===== src/rtl/hazard_scoreboard.sv =====
// Decode-stage register hazard detector: tracks in-flight destinations and stalls on source matches.
// Optional feature macro: ZERO_REG_HAZARD_EN (specifier 0 behaves as an ordinary register).
module hazard_scoreboard #(
    parameter int unsigned REG_W = 3,
    parameter int unsigned DEPTH = 3,
    parameter int unsigned NSRC  = 2,
    parameter int unsigned CNT_W = 16
) (
    input  logic                  clk,
    input  logic                  rst_n,
    input  logic                  advance,
    input  logic                  flush,
    input  logic                  issue_valid,
    input  logic                  issue_wr_en,
    input  logic [REG_W-1:0]      issue_dst,
    input  logic [NSRC-1:0]       src_valid,
    input  logic [NSRC*REG_W-1:0] src_reg,
    output logic                  hazard,
    output logic [NSRC-1:0]       match_vec,
    output logic [DEPTH-1:0]      match_stage,
    output logic [CNT_W-1:0]      stall_cnt
);

`ifdef ZERO_REG_HAZARD_EN
    localparam bit ZERO_REG_MATCHES = 1'b1;
`else
    localparam bit ZERO_REG_MATCHES = 1'b0;
`endif

    logic [DEPTH-1:0]            v_q, v_d;
    logic [DEPTH-1:0][REG_W-1:0] dst_q, dst_d;
    logic [CNT_W-1:0]            stall_cnt_q, stall_cnt_d;

    logic [NSRC-1:0]             src_ok;
    logic [DEPTH-1:0]            entry_hit;
    logic                        found;
    logic                        rec_v;

    // Qualify each source: valid, live decode slot, and not the hardwired-zero register.
    always_comb begin
        src_ok = '0;
        for (int unsigned k = 0; k < NSRC; k++) begin
            src_ok[k] = src_valid[k] & issue_valid & ~flush &
                        (ZERO_REG_MATCHES | (src_reg[k*REG_W +: REG_W] != '0));
        end
    end

    // Full source x entry compare matrix, reduced both ways.
    always_comb begin
        match_vec = '0;
        entry_hit = '0;
        for (int unsigned i = 0; i < DEPTH; i++) begin
            for (int unsigned k = 0; k < NSRC; k++) begin
                if (src_ok[k] && v_q[i] && (src_reg[k*REG_W +: REG_W] == dst_q[i])) begin
                    match_vec[k] = 1'b1;
                    entry_hit[i] = 1'b1;
                end
            end
        end
    end

    assign hazard = |match_vec;

    // Youngest matching entry wins.
    always_comb begin
        match_stage = '0;
        found       = 1'b0;
        for (int unsigned i = 0; i < DEPTH; i++) begin
            if (entry_hit[i] && !found) begin
                match_stage[i] = 1'b1;
                found          = 1'b1;
            end
        end
    end

    assign rec_v = issue_valid & issue_wr_en & ~hazard &
                   (ZERO_REG_MATCHES | (issue_dst != '0));

    // Entry pipeline next state: flush beats hold beats shift.
    always_comb begin
        v_d   = v_q;
        dst_d = dst_q;
        if (flush) begin
            v_d = '0;
        end else if (advance) begin
            for (int unsigned i = 1; i < DEPTH; i++) begin
                v_d[i]   = v_q[i-1];
                dst_d[i] = dst_q[i-1];
            end
            v_d[0]   = rec_v;
            dst_d[0] = issue_dst;
        end
    end

    // Saturating count of cycles actually stalled.
    always_comb begin
        stall_cnt_d = stall_cnt_q;
        if (!flush && advance && hazard && !(&stall_cnt_q)) begin
            stall_cnt_d = stall_cnt_q + CNT_W'(1);
        end
    end

    always_ff @(posedge clk or negedge rst_n) begin
        if (!rst_n) begin
            v_q         <= '0;
            dst_q       <= '0;
            stall_cnt_q <= '0;
        end else begin
            v_q         <= v_d;
            dst_q       <= dst_d;
            stall_cnt_q <= stall_cnt_d;
        end
    end

    assign stall_cnt = stall_cnt_q;

endmodule


===== config.mk =====
export PLATFORM = sky130hd
export DESIGN_NAME = hazard_scoreboard
export DESIGN_NICKNAME = d
export VERILOG_FILES = /design/src/rtl/hazard_scoreboard.sv
export SDC_FILE = /design/constraint.sdc
export NUM_CORES = 1
export LEC_CHECK = 0
export BUFFER_PORTS_ARGS = -buffer_cell sky130_fd_sc_hd__buf_4
export CAP_MARGIN = 20
export CORE_UTILIZATION = 53
export DETAILED_ROUTE_END_ITERATION = 12
export PLACE_DENSITY = 0.78
export REMOVE_ABC_BUFFERS = 1
export SLEW_MARGIN = 30
export SYNTH_ARGS = -nofsm -noshare
export SYNTH_HDL_FRONTEND = slang
export SYNTH_SLANG_ARGS = --single-unit

===== constraint.sdc =====
create_clock -name clk -period 2.1 [get_ports clk]
set_input_delay 0.21 -clock clk [delete_from_list [all_inputs] [get_ports clk]]
set_output_delay 0.21 -clock clk [all_outputs]
set_load 0.01 [all_outputs]

==> impl_metrics.ini <==
[cts]
clkTransAtPathRegs_ns = 0.15
clockBufferDepth = 2
clk_latency_ns = 0.34
cts.sinks = 28
numCtsBuffers = 3
cts_root_buf = clkbuf_4
cts_tree = built
h-tree-depth = 1

[synth]
yosysSeqAreaShare_pct = 43.0
synth_cell_types = 33
syn_avg_cell_area_um2 = 11.1
synth_area_um2 = 1630
synth-seq-cells = 28
async_flop_share_pct = 100
synth_edf_count = 0
synth_cells = 146
synth_top_flop_cell = dfrtp_1
ys.warnings.count = 0

[pwr]
combinationalPowerShare_pct = 17.9
powerDensity_nw_per_um2 = 583
power_w = 0.00122
vdd_drop_max_uv = 446
intPower_w = 0.000909
p_seq_share_pct = 53.0
sw_frac_of_total_pct = 25.2
p_sw_w = 0.000306
pwr-share-clk_pct = 29.0
power_leakage_nw = 0.947

[sta]
finalCritPeriodShare_pct = 97.5
slew_violations = 0
maxSlewHeadroom_pct = 63.5
finalWorstSetupSlack_ns = 0.0519
finalHoldViolCount = 0
layout_min_cycle_time_ns = 2.05
fmax_mhz = 488
finalSetupViolations = 0
rsz0062_at_grt = yes
tightest_slew_ns = 0.540
fin_skew_ns = 0.0109

[grt]
antenna_found_initial = 0
gr-total-overflow = 0
grt_pass1_wl_um = 5710
grt_max_degree = 29
grtUsageTotal_pct = 22.7
grt_pass1_vias = 1244

[cells_and_area]
fin_nets = 215
drive_gt1_share_pct = 40.8
antenna_cells = 0
areaGrowthSynthToFinish_pct = 28.0

[setup_path]
endpoint_kind = output port
rr_worst_depth = 7
worstPathMaxFanout = 3
start_kind = register
r2r_end = stall_cnt[10]
required_ns = 1.89
arrival_ns = 1.84
path_class = register to output port
r2r_start = dst_q[1]
cp-startpoint = dst_q[1]
cp-endpoint = hazard
reg2reg_slack_ns = 0.12

[floorplanning]
die_area_um2 = 3300
initial_core_util_pct = 57.5
core_area_um2 = 2830
die_w_um = 57.4
row_count = 19
io_pins = 39
die_y_um = 57.4

[route]
drtIter0Drc = 59
wirelength_um = 3460
avgRoutedWirePerCell_um = 15.2
ant_nets = 0
dr_total_vias = 1301
avgViaCountPerCell = 5.73
drtPass1Iterations = 8
drcViolationCount = 4

[placement]
port_buffers = 38
detailedPlace.worstSlack_ns = 0.100
gp_congestion = 0.825
hpwl_um = 2520

[worst_hold_path]
hp-class = primary input to register

[status]
violations = design-rule violations
status = finished, violations left

[run]
max_cap_violations = 0
[synthesized netlist by cell type, types with 2 or more instances]
cell type   n  area [um^2]
a21o_1      2         15.0
and3_1      6         37.5
dfrtp_1    28          701
inv_1       2         7.51
mux2_2      9          101
mux2_4      2         30.0
mux2i_1     2         20.0
nand2_1    12         45.0
nand3_1     3         15.0
nand3_2     8         80.1
nand3b_1    2         15.0
nand4_1     7         43.8
nand4_4     2         42.5
nor2_1      9         33.8
nor3_1      3         15.0
o311ai_1    2         17.5
or4_4       2         22.5
xnor2_1    27          236
xor2_1      4         35.0
[state kept, by name, summed over array words and instances, names as in the netlist]
| signal | count |
|---|---|
| stall_cnt | 16 |
| dst_q | 9 |
| v_q | 3 |
[power groups by stage]
| stage | sequential [W] | clock [W] | combinational (W) |
|---|---|---|---|
| final | 0.000644 | 0.000353 | 0.000218 |
| after CTS | 0.000644 | 0.000361 | 0.000213 |
| after global placement | 0.000648 | 0 | 0.000197 |
| after detailed placement | 0.000654 | 0 | 0.000205 |
| after global routing | 0.000654 | 0.000384 | 0.000241 |
| after floorplan | 0.000638 | 0 | 0.000137 |
[per-layer routing]
layer	vias to the layer above	wire length (um)	share of wire (%)	global-route usage [%]
li1	611	-	-	-
met1	640	1590	46	30.0
met2	43	1590	46	36.5
met3	7	206	6.0	4.99
met4	0	64	1.9	8.36
met5	-	0	0	0
[worst max-delay path: stages, from the launching register on]
cell and delay [ns]:
dfrtp_1 0.44, xnor2_1 0.16, nand2_1 0.07, or4_4 0.56
nand4_4 0.10, buf_6 0.10, buf_6 0.09
[worst min-delay path by stage]
stage | endpoint | startpoint | depth (start not counted) | slack, ns
2_1_floorplan | dst_q[0] | rst_n | 0 | -0.09
3_3_place_gp | dst_q[8] | rst_n | 1 | 0.15
3_5_place_dp | v_q[1] | rst_n | 1 | 0.15
4_1_cts | v_q[1] | flush | 2 | 0.02
5_1_grt | v_q[1] | flush | 2 | 0.02
6_report | v_q[1] | flush | 2 | 0.04
[timing repair]
item | in CTS | in global routing
gates resized for setup | 0 | 5
pin swaps | 2 | 5
hold buffers | 1 | 0
hold endpoints to repair | 28 | 0
buffers inserted | 2 | 2
setup endpoints to repair | 3 | 3
[placed cells by master (no fill, tap or decap), types with 4 or more instances in the layout]
master	instances
nand2_1	11
nand3_2	8
and3_1	6
xor2_1	4
xnor2_1	27
mux2_2	9
dfrtp_1	27
nand4_1	7
nor2_1	9
buf_4	46
[final cells by class]
type	count	area, um^2
clock inverters	1	30.0
fillers	221	746
clock buffers	3	22.5
well taps	31	38.8
repair buffers	49	378
flip-flops and latches	28	702
multi-input cells	113	905
inverters	2	7.51
[cell families (layout without fill, tap and decap cells)]
| group | after synthesis | count (layout) | synth area share [%] |
|---|---|---|---|
| compound gates | 9 | 9 | 4.07 |
| fa+ha+maj | 1 | 1 | 0.769 |
| buf+inv | 5 | 55 | 1.84 |
| simple gates | 58 | 58 | 23.3 |
| mux | 13 | 13 | 9.30 |
| xor+xnor | 32 | 32 | 17.7 |
| flops | 28 | 28 | 43.0 |
[stage by stage]
step / instance area (um^2) / setup TNS [ns] / hold WS [ns] / utilization [%] / std cells
final: 2080 / 0 / 0.0403 / 73.6 / 227
after global routing: 2080 / -0.0537 / 0.0211 / 73.6 / 227
after CTS: 2050 / 0 / 0.0243 / 72.5 / 225
after detailed placement: 1970 / 0 / 0.153 / 69.8 / 218
after global placement: 1970 / 0 / 0.146 / 69.8 / 218
after floorplan: 1610 / -2.65 / -0.0856 / - / 143
Note: power is estimated with default switching activity, not from simulation.
